[src/rtl/mcu_isa_pkg.sv]
// ISA definitions shared by the instruction decoder: field positions, opcode classes,
// ALU function codes and the registered decode bundle.
package mcu_isa_pkg;

    localparam int NUM_REGS   = 8;
    localparam int JMP_ADDR_W = 4;
    localparam int ALU_FUNC_W = 3;
    localparam int SRC_W      = 4;
    localparam int IMM_W      = 4;

    // Opcode prefixes (MSBs of the instruction word)
    localparam logic       OPC_LOAD = 1'b0;
    localparam logic [1:0] OPC_MOV  = 2'b10;
    localparam logic [2:0] OPC_ALU  = 3'b110;
    localparam logic [3:0] OPC_JMP  = 4'b1110;
    localparam logic [3:0] OPC_JNZ  = 4'b1111;

    // Field bit positions
    localparam int LOAD_D_HI = 6, LOAD_D_LO = 4;
    localparam int IMM_HI    = 3, IMM_LO    = 0;
    localparam int MOV_D_HI  = 5, MOV_D_LO  = 3;
    localparam int MOV_S_HI  = 2, MOV_S_LO  = 0;
    localparam int ALU_F_HI  = 4, ALU_F_LO  = 2;
    localparam int ALU_X_BIT = 1, ALU_Y_BIT = 0;
    localparam int JADDR_HI  = 3, JADDR_LO  = 0;

    localparam logic [2:0] REG_R0 = 3'd0, REG_R1 = 3'd1, REG_R2 = 3'd2, REG_R3 = 3'd3;
    localparam logic [2:0] REG_R4 = 3'd4, REG_R5 = 3'd5, REG_R6 = 3'd6, REG_R7 = 3'd7;
    localparam logic [SRC_W-1:0] SRC_IMM = 4'h8;

    typedef enum logic [ALU_FUNC_W-1:0] {
        ALU_ADD = 3'd0, ALU_SUB = 3'd1, ALU_AND = 3'd2, ALU_OR  = 3'd3,
        ALU_XOR = 3'd4, ALU_NOT = 3'd5, ALU_SHL = 3'd6, ALU_SHR = 3'd7
    } alu_func_e;

    typedef enum logic [2:0] { OP_LOAD, OP_MOV, OP_ALU, OP_JMP, OP_JNZ } op_class_e;

    typedef struct packed {
        logic [NUM_REGS-1:0] reg_en;
        logic [SRC_W-1:0]    src_sel;
        logic [IMM_W-1:0]    imm;
        alu_func_e           alu_func;
        logic                alu_xsel;
        logic                alu_ysel;
        logic                alu_en;
        logic                i_valid;
    } decoded_t;

    // Every one of the 256 encodings lands in exactly one class.
    function automatic op_class_e op_class(input logic [7:0] ir);
        if (ir[7] == OPC_LOAD)          return OP_LOAD;
        else if (ir[7:6] == OPC_MOV)    return OP_MOV;
        else if (ir[7:5] == OPC_ALU)    return OP_ALU;
        else if (ir[7:4] == OPC_JMP)    return OP_JMP;
        else                            return OP_JNZ;
    endfunction

    function automatic logic [NUM_REGS-1:0] reg_onehot(input logic [2:0] idx);
        return NUM_REGS'(1) << idx;
    endfunction

endpackage

[src/rtl/zero_flag_tracker.sv]
// Zero flag owner: captures the ALU zero result one cycle after an ALU decode and
// bypasses that fresh result to dont_jump so an immediately following JNZ sees it.
module zero_flag_tracker (
    input  logic clk,
    input  logic sync_reset_n,
    input  logic alu_decoded,
    input  logic alu_zero,
    output logic dont_jump
);

    logic alu_pending_d, alu_pending_q;
    logic zero_flag_d, zero_flag_q;

    always_comb begin
        alu_pending_d = alu_decoded;
        zero_flag_d   = alu_pending_q ? alu_zero : zero_flag_q;
    end

    // NOTE: state registers use non-blocking assignments so every flop samples
    // pre-edge values regardless of block evaluation order.
    always_ff @(posedge clk) begin
        if (!sync_reset_n) begin
            alu_pending_q <= 1'b0;
            zero_flag_q   <= 1'b0;
        end else begin
            alu_pending_q <= alu_pending_d;
            zero_flag_q   <= zero_flag_d;
        end
    end

    assign dont_jump = zero_flag_d;

endmodule

[src/rtl/instruction_decoder.sv]
// Decodes the program ROM word: jump controls are combinational for a bubble-free
// redirect, datapath controls pass through one register stage.
module instruction_decoder
    import mcu_isa_pkg::*;
(
    input  logic                  clk,
    input  logic                  sync_reset_n,
    input  logic [7:0]            pm_data,
    input  logic                  alu_zero,
    output logic                  jmp,
    output logic                  jmp_nz,
    output logic [JMP_ADDR_W-1:0] jmp_addr,
    output logic                  dont_jump,
    output logic [NUM_REGS-1:0]   reg_en,
    output logic [SRC_W-1:0]      src_sel,
    output logic [IMM_W-1:0]      imm,
    output logic [ALU_FUNC_W-1:0] alu_func,
    output logic                  alu_xsel,
    output logic                  alu_ysel,
    output logic                  alu_en,
    output logic                  i_valid
);

    decoded_t  dec_d, dec_q;
    op_class_e op;
    logic      alu_decoded;
    logic [2:0] mov_d, mov_s;

    always_comb begin
        // NOTE: every combinational output gets a default first, so no path leaves
        // a signal unassigned and no latch is inferred.
        dec_d       = '0;
        jmp         = 1'b0;
        jmp_nz      = 1'b0;
        jmp_addr    = '0;
        alu_decoded = 1'b0;
        op          = op_class(pm_data);
        mov_d       = pm_data[MOV_D_HI:MOV_D_LO];
        mov_s       = pm_data[MOV_S_HI:MOV_S_LO];

        if (sync_reset_n) begin
            dec_d.i_valid = 1'b1;
            jmp_addr      = pm_data[JADDR_HI:JADDR_LO];
            case (op)
                OP_LOAD: begin
                    dec_d.reg_en  = reg_onehot(pm_data[LOAD_D_HI:LOAD_D_LO]);
                    dec_d.src_sel = SRC_IMM;
                    dec_d.imm     = pm_data[IMM_HI:IMM_LO];
                end
                OP_MOV: begin
                    // d == s degenerates to a NOP that still counts as accepted
                    dec_d.reg_en  = (mov_d == mov_s) ? '0 : reg_onehot(mov_d);
                    dec_d.src_sel = {1'b0, mov_s};
                end
                OP_ALU: begin
                    dec_d.alu_en   = 1'b1;
                    dec_d.alu_func = alu_func_e'(pm_data[ALU_F_HI:ALU_F_LO]);
                    dec_d.alu_xsel = pm_data[ALU_X_BIT];
                    dec_d.alu_ysel = pm_data[ALU_Y_BIT];
                    alu_decoded    = 1'b1;
                end
                OP_JMP:  jmp    = 1'b1;
                OP_JNZ:  jmp_nz = 1'b1;
                default: ;
            endcase
        end
    end

    always_ff @(posedge clk) begin
        if (!sync_reset_n) dec_q <= '0;
        else               dec_q <= dec_d;
    end

    zero_flag_tracker u_zero_flag_tracker (
        .clk          (clk),
        .sync_reset_n (sync_reset_n),
        .alu_decoded  (alu_decoded),
        .alu_zero     (alu_zero),
        .dont_jump    (dont_jump)
    );

    assign reg_en   = dec_q.reg_en;
    assign src_sel  = dec_q.src_sel;
    assign imm      = dec_q.imm;
    assign alu_func = dec_q.alu_func;
    assign alu_xsel = dec_q.alu_xsel;
    assign alu_ysel = dec_q.alu_ysel;
    assign alu_en   = dec_q.alu_en;
    assign i_valid  = dec_q.i_valid;

endmodule

[config.mk]
export PLATFORM = sky130hd
export DESIGN_NAME = instruction_decoder
export DESIGN_NICKNAME = d
export VERILOG_FILES = /design/src/rtl/mcu_isa_pkg.sv /design/src/rtl/zero_flag_tracker.sv /design/src/rtl/instruction_decoder.sv
export SDC_FILE = /design/constraint.sdc
export NUM_CORES = 1
export LEC_CHECK = 0
export ABC_AREA = 1
export CAP_MARGIN = 10
export CORE_ASPECT_RATIO = 0.9
export CORE_MARGIN = 2
export CORE_UTILIZATION = 40
export DETAILED_ROUTE_END_ITERATION = 12
export PLACE_DENSITY = 0.78
export SLEW_MARGIN = 30
export SYNTH_ARGS = -nofsm -noshare
export SYNTH_HDL_FRONTEND = slang
export SYNTH_SLANG_ARGS = --single-unit
[constraint.sdc]
create_clock -name clk -period 1.01 [get_ports clk]
set_clock_uncertainty 0.05 [all_clocks]
set_input_delay 0.202 -clock clk [delete_from_list [all_inputs] [get_ports clk]]
set_output_delay 0.202 -clock clk [all_outputs]
set_load 0.02 [all_outputs]
-- Word level (Yosys, flattened, before mapping)
Cells that the tools add are included.
- bits of input ports: 11
- latch bits: 0
- output and inout bits: 30
- bits in registers: 25
- bits in writable memories: 0
- memories kept: 0
- bits in read-only memories: 0
- add/subtract/negate cells: 0
- muxes and demuxes: 15
- bitwise logic cells: 0
- $lt $le $gt $ge: 0
- $mul: 0
- shifts and indexed selects: 2
- div/mod/pow operators: 0
- eq/ne operators: 8
- reduce and logical (&&, ||, !) cells: 3
- operator list (kind ; count):
    $pmux W12 S2 ; 1
    $shl A1 B3 Y8 const A ; 2
    $mux W3 ; 4
    $mux W1 ; 8
    $mux W8 ; 1
    $eq A3 B2 Y1 const B ; 2
    $eq A3 B3 Y1 const B ; 2
    $eq A4 B4 Y1 const B ; 1
    $mux W4 ; 1
    $reduce_and A2 Y1 ; 2
    $eq A3 B1 Y1 const B ; 1
    $eq A3 B3 Y1 ; 1
    $logic_not A3 Y1 ; 1
    $eq A2 B2 Y1 const B ; 1

-- Depth between registers and ports, before layout
Gate-level depths: netlist of run 1.
- depth in word-level cells: 8
- depth in mapped cells: 6
- mapped depth without buffers: 6

-- Hierarchy
A second synthesis of run 1 with hierarchy kept.
- cells, all modules: 124
- area total of the unflattened synthesis: 934.6 um^2
- modules (own cells, without submodules) (module ; cells each ; sequential area each (um^2) ; area each (um^2) ; times used):
    instruction_decoder ; 111 ; 460.4 ; 848.3 ; 1
    zero_flag_tracker ; 13 ; 40.0 ; 86.3 ; 1

-- Worst setup path before layout of run 1
No wires, ideal clock.
- kind: input -> output
- start: input pm_data[6]
- end: output jmp
- arrival time: 0.970 ns
- stages: 4
- slack: -0.212 ns
- path through: inv_1 > nor3_2 > inv_1 > nor3_1
- word-level cells in the longest chain between the ends: 8
- elaborated cells between the ends (all ways): 10
- RTL lines (item ; line ; text):
    from (decl) ; instruction_decoder.sv:8 ; input logic [7:0] pm_data,
    $eq A4 B4 Y1 ; mcu_isa_pkg.sv:54 ; else if (ir[7:4] == OPC_JMP) return OP_JMP;
    $mux W3 ; mcu_isa_pkg.sv:54 ;
    $mux W3 ; mcu_isa_pkg.sv:53 ; else if (ir[7:5] == OPC_ALU) return OP_ALU;
    $mux W3 (*) ; mcu_isa_pkg.sv:52 ; else if (ir[7:6] == OPC_MOV) return OP_MOV;
    $mux W3 (*) ; mcu_isa_pkg.sv:51 ; if (ir[7] == OPC_LOAD) return OP_LOAD;
    $eq A3 B2 Y1 (*) ; instruction_decoder.sv:44 ; case (op)
    $mux W1 (*) ; instruction_decoder.sv:44 ;
    $mux W1 (*) ; instruction_decoder.sv:41 ; if (sync_reset_n) begin
    to (decl) ; instruction_decoder.sv:10 ; output logic jmp,
Every way passes the cells marked *; elsewhere a longest branch is shown, timed or not.

-- Worst setup path in the final report of run 1
- start: register u_zero_flag_tracker.alu_pending_q
- end: output dont_jump
- word-level cells in the longest chain between the ends: 1
- RTL lines (item ; line ; text):
    from (decl) ; zero_flag_tracker.sv:11 ; logic alu_pending_d, alu_pending_q;
    from (signal assigned) ; zero_flag_tracker.sv:26 ; alu_pending_q <= alu_pending_d;
    $mux W1 ; zero_flag_tracker.sv:16 ; zero_flag_d = alu_pending_q ? alu_zero : zero_flag_q;
    to (decl) ; instruction_decoder.sv:13 ; output logic dont_jump,
Every way passes these cells.

==> impl_table.tex, run 1 <==
\begin{tabular}{lr}
\hline
Metric & Value \\
\hline
\multicolumn{2}{l}{\textbf{Status}} \\
Status & finished, violations left \\
Violations in the final reports & negative setup slack \\
\multicolumn{2}{l}{\textbf{Floorplan}} \\
Core box area & 0.00216 mm\^{}2 \\
Die boundary width & 54.0 um \\
I/O pins & 41 \\
Starting utilization of the core area & 0.417 \\
Die footprint & roughly 0.0026 mm\^{}2 \\
Row count & 16 \\
Die Y-Extent & a little under 50 um \\
\multicolumn{2}{l}{\textbf{CTS}} \\
Root buffer cell & sky130\_fd\_sc\_hd\_\_clkbuf\_4 \\
Longest Clk Path Bufs & 2 \\
CTS tree & yes \\
Total clock sinks & 24 \\
Cts bufs inserted & 3 \\
Clock-pin slew on the worst setup and hold paths & 0.12 ns \\
Clock insertion delay at the later pin of the skew report & just under 0.3 ns \\
H-tree levels & 1 \\
Hold-fix buffers, CTS & 0 \\
\multicolumn{2}{l}{\textbf{Setup path}} \\
Worst path max stage delay & between 0.3 and 0.4 ns \\
Worst EP required & approximately 0.76 ns \\
Standard cell with the maximum stage delay on the critical path & sky130\_fd\_sc\_hd\_\_dfxtp\_2 \\
CP delay by family, top & flip-flops \\
Cell depth of the worst flop-to-flop path & 5 \\
Crit path buffers/inverters & 2 \\
Worst setup SP type & register \\
Most used cell along the critical path & sky130\_fd\_sc\_hd\_\_nand2\_2 \\
Arrival time worst endpoint & 0.95 ns \\
Total stage count of the critical path & 4 \\
Critical path peak fanout & 3 \\
Endpoint class of the critical path & output port \\
Cells along the critical path & inv\_2 -> nand2\_2 -> nand2\_2 -> buf\_6 \\
CP Class & reg -> out \\
\multicolumn{2}{l}{\textbf{STA}} \\
Slew @ Worst Pin & 0.279 ns \\
Post-Route Hold Slack & approximately 0.093 ns \\
Final count of negative-setup-slack endpoints & 6 \\
Portion of the clock cycle consumed by the worst path in the final layout & 1.19 \\
Final Max Tran Viols & 0 \\
Worst max-slew margin expressed relative to the limit & 0.812 \\
Count of final hold-check violations & 0 \\
Total Negative Setup Slacks & -0.428 ns \\
Min cycle time layout & 1.21 ns \\
RSZ-0062 raised after global routing & true \\
Worst Setup Slack, final & -0.196 ns \\
Highest achievable clock rate & between 0.8 and 0.9 GHz \\
\multicolumn{2}{l}{\textbf{Synthesis}} \\
Post-synthesis instance area & approximately 900 um\^{}2 \\
Share of synthesized registers carrying an async set or reset & 0 \\
Avg Inst Size Synth & around 7.6 um\^{}2 \\
Leading cell types by total area after synthesis & sky130\_fd\_sc\_hd\_\_dfxtp\_1 53\%, sky130\_fd\_sc\_hd\_\_nand2\_1 13\%, sky130\_fd\_sc\_hd\_\_nor2\_1 9.2\% \\
Sequential area share after synthesis & 0.533 \\
Post-Synth Adder-Cell Area & 0 \\
Flops \& latches, synth & 24 \\
Library cell with the highest instance count after synthesis & sky130\_fd\_sc\_hd\_\_nand2\_1 \\
Library cell with the largest summed area after synthesis & sky130\_fd\_sc\_hd\_\_dfxtp\_1 \\
Count of distinct cell types in the synthesized netlist & 14 \\
Synthesized netlist net count & 130 \\
Share of the synthesized area in the top cell type & 0.533 \\
Number of enable-type register cells in the synthesized netlist & 0 \\
Mux contribution to synthesized area & 0 \\
Compound-Gate Fraction of Synth Area & 0.0792 \\
List of most frequent post-synthesis cells & 31 x sky130\_fd\_sc\_hd\_\_nand2\_1, 24 x sky130\_fd\_sc\_hd\_\_dfxtp\_1, 22 x sky130\_fd\_sc\_hd\_\_nor2\_1 \\
Main combinational cell family by area after synthesis & simple AND/OR/NAND/NOR gates \\
Most used flip-flop cell after synthesis & sky130\_fd\_sc\_hd\_\_dfxtp\_1 \\
Post-synthesis instance total & about 120 \\
Xor and xnor fraction of the mapped netlist area & 0 \\
Yosys synthesis warning count & 0 \\
Basic-gate share of the synthesized area counting and, or, nand and nor cells & 0.303 \\
\multicolumn{2}{l}{\textbf{Min path}} \\
Hold Path Depth & 2 \\
Class of the most critical hold timing path & in -> reg \\
\multicolumn{2}{l}{\textbf{Layout}} \\
Final Instance Area & about 0.0017 mm\^{}2 \\
Diodes inserted & 0 \\
Core Util, Final & 0.773 \\
Layout net count & about 200 \\
Post-synthesis to final-layout area growth & 85.4\% \\
Proportion of layout cells with a drive suffix above 1 & 0.624 \\
\multicolumn{2}{l}{\textbf{Global route}} \\
Number of global-route vias before repair & around 880 \\
GRT Util Overall & 0.191 \\
Initial antenna violation count & 0 \\
Leftover overflow at the end of global routing & 0 \\
Global-route wire length before repair & about 3700 um \\
Pin count of the biggest net entering global routing & 15 \\
\multicolumn{2}{l}{\textbf{Placement}} \\
Post-detail-place hpwl & approximately 1800 um \\
Cell Area, Placed & 0.00152 mm\^{}2 \\
Number of input and output port buffers inserted & 40 \\
Placer's final routability congestion estimate & roughly 0.84 \\
\multicolumn{2}{l}{\textbf{Pwr}} \\
Power density cells & roughly 1100 mW/mm\^{}2 \\
Leakage component of the power & between 0.8 and 0.9 nW \\
Worst voltage drop across the vdd grid & about 770 uV \\
\multicolumn{2}{l}{\textbf{Detailed routing}} \\
Detailed-route wire length per cell & about 12 um \\
DRT iter0 DRCs & 26 \\
Remaining antenna violation count after routing & 0 \\
Vias/cell & about 4.6 \\
Via count & between 900 and 1000 \\
Number of design rule violations left after detail routing & 0 \\
Final wirelength & between 2000 and 3000 um \\
Router iterations before antenna repair & 4 \\
\multicolumn{2}{l}{\textbf{Flow run}} \\
Max capacitance violation total & 0 \\
\hline
\end{tabular}
-- through the flow --
step           setup WS, ns  cells  power (mW)
2_1_floorplan       -0.0486    119        1.16
3_3_place_gp          -1.04    210        1.37
3_5_place_dp          -1.06    210        1.38
4_1_cts              -0.200    214        1.77
5_1_grt              -0.249    216        1.88
6_report             -0.196    216        1.80
-- layer usage --
layer / vias up / wire length, um / share of wire / GRT usage
met2: 42 / 1320 / 0.52 / 0.337
met1: 452 / 987 / 0.39 / 0.220
met5: - / 0 / 0 / 0
met3: 2 / 207 / 0.081 / 0.0429
li1: 501 / - / - / -
met4: 0 / 31 / 0.012 / 0.0625
-- final timing paths --
| path | slack [ns] | startpoint | end |
|---|---|---|---|
| setup / recovery | -0.20 | u_zero_flag_tracker.alu_pending_q$_SDFF_PN0_ | dont_jump |
| hold / removal | 0.09 | sync_reset_n | i_valid$_DFF_P_ |
| setup reg to reg | 0.09 | u_zero_flag_tracker.alu_pending_q$_SDFF_PN0_ | u_zero_flag_tracker.zero_flag_q$_SDFF_PN0_ |
| hold reg to reg | 0.58 | u_zero_flag_tracker.alu_pending_q$_SDFF_PN0_ | u_zero_flag_tracker.zero_flag_q$_SDFF_PN0_ |
-- cells in the final DEF, fill, tap and decap left out --
cell,instances
sky130_fd_sc_hd__clkbuf_4,3
sky130_fd_sc_hd__buf_8,2
sky130_fd_sc_hd__nor2_2,3
sky130_fd_sc_hd__nor2_4,1
sky130_fd_sc_hd__clkdlybuf4s50_1,1
sky130_fd_sc_hd__a21oi_2,3
sky130_fd_sc_hd__o21ai_0,3
sky130_fd_sc_hd__nand2_2,12
sky130_fd_sc_hd__a21oi_1,6
sky130_fd_sc_hd__buf_6,27
sky130_fd_sc_hd__nand2_1,22
sky130_fd_sc_hd__dlygate4sd2_1,5
sky130_fd_sc_hd__nor3_2,1
sky130_fd_sc_hd__inv_2,6
sky130_fd_sc_hd__nand3_4,1
sky130_fd_sc_hd__inv_4,3
sky130_fd_sc_hd__dfxtp_2,23
sky130_fd_sc_hd__nor3_1,2
sky130_fd_sc_hd__nor2_1,20
sky130_fd_sc_hd__nor3_4,1
sky130_fd_sc_hd__dfxtp_1,1
sky130_fd_sc_hd__inv_1,10
sky130_fd_sc_hd__buf_4,32
sky130_fd_sc_hd__clkdlybuf4s15_1,1
-- kinds of logic (layout without fill, tap and decap cells) --
logic type / after synthesis / after routing
buf+inv: 20 / 90
simple gates: 63 / 63
compound gates: 12 / 12
flops: 24 / 24
-- flip-flops by register name, summed over array words and instances (netlist names) --
register,cells
u_zero_flag_tracker.alu_pending_q,1
u_zero_flag_tracker.zero_flag_q,1
alu_func,3
reg_en,8
imm,4
src_sel,4
i_valid,1
alu_ysel,1
alu_xsel,1
-- repair_timing --
| action | CTS | global route |
|---|---|---|
| resized for setup | 214 | 31 |
| pin swaps | 3 | 5 |
| endpoints found under the setup margin | 47 | 33 |
| hold endpoints to repair | 0 | 0 |
| setup buffers | 1 | 2 |
| gates cloned | 0 | 0 |
-- cell type report --
class                           count  area (um^2)
Clock buffer                        3         22.5
Fill cell                         140          492
Inverter                           19         78.8
Multi-Input combinational cell     75          388
Sequential cell                    24          509
Tap cell                           27         33.8
Timing Repair Buffer               68          638
-- where the power goes --
part | switching, mW | internal, mW
registers | 0.0134 | 0.980
clock network | 0.252 | 0.139
logic | 0.214 | 0.202
total | 0.479 | 1.32
(Power assumes the default switching activity.)
==> inputs of run 2 (changes only) <==
--- a/config.mk
+++ b/config.mk
@@ -6,6 +6,7 @@
 export NUM_CORES = 1
 export LEC_CHECK = 0
 export ABC_AREA = 1
+export ABC_CLOCK_PERIOD_IN_PS = 1010
 export CAP_MARGIN = 10
 export CORE_ASPECT_RATIO = 0.9
 export CORE_MARGIN = 2
==> results of run 2 <==
No change in the layout: final DEF, timing and power equal those of run 1.
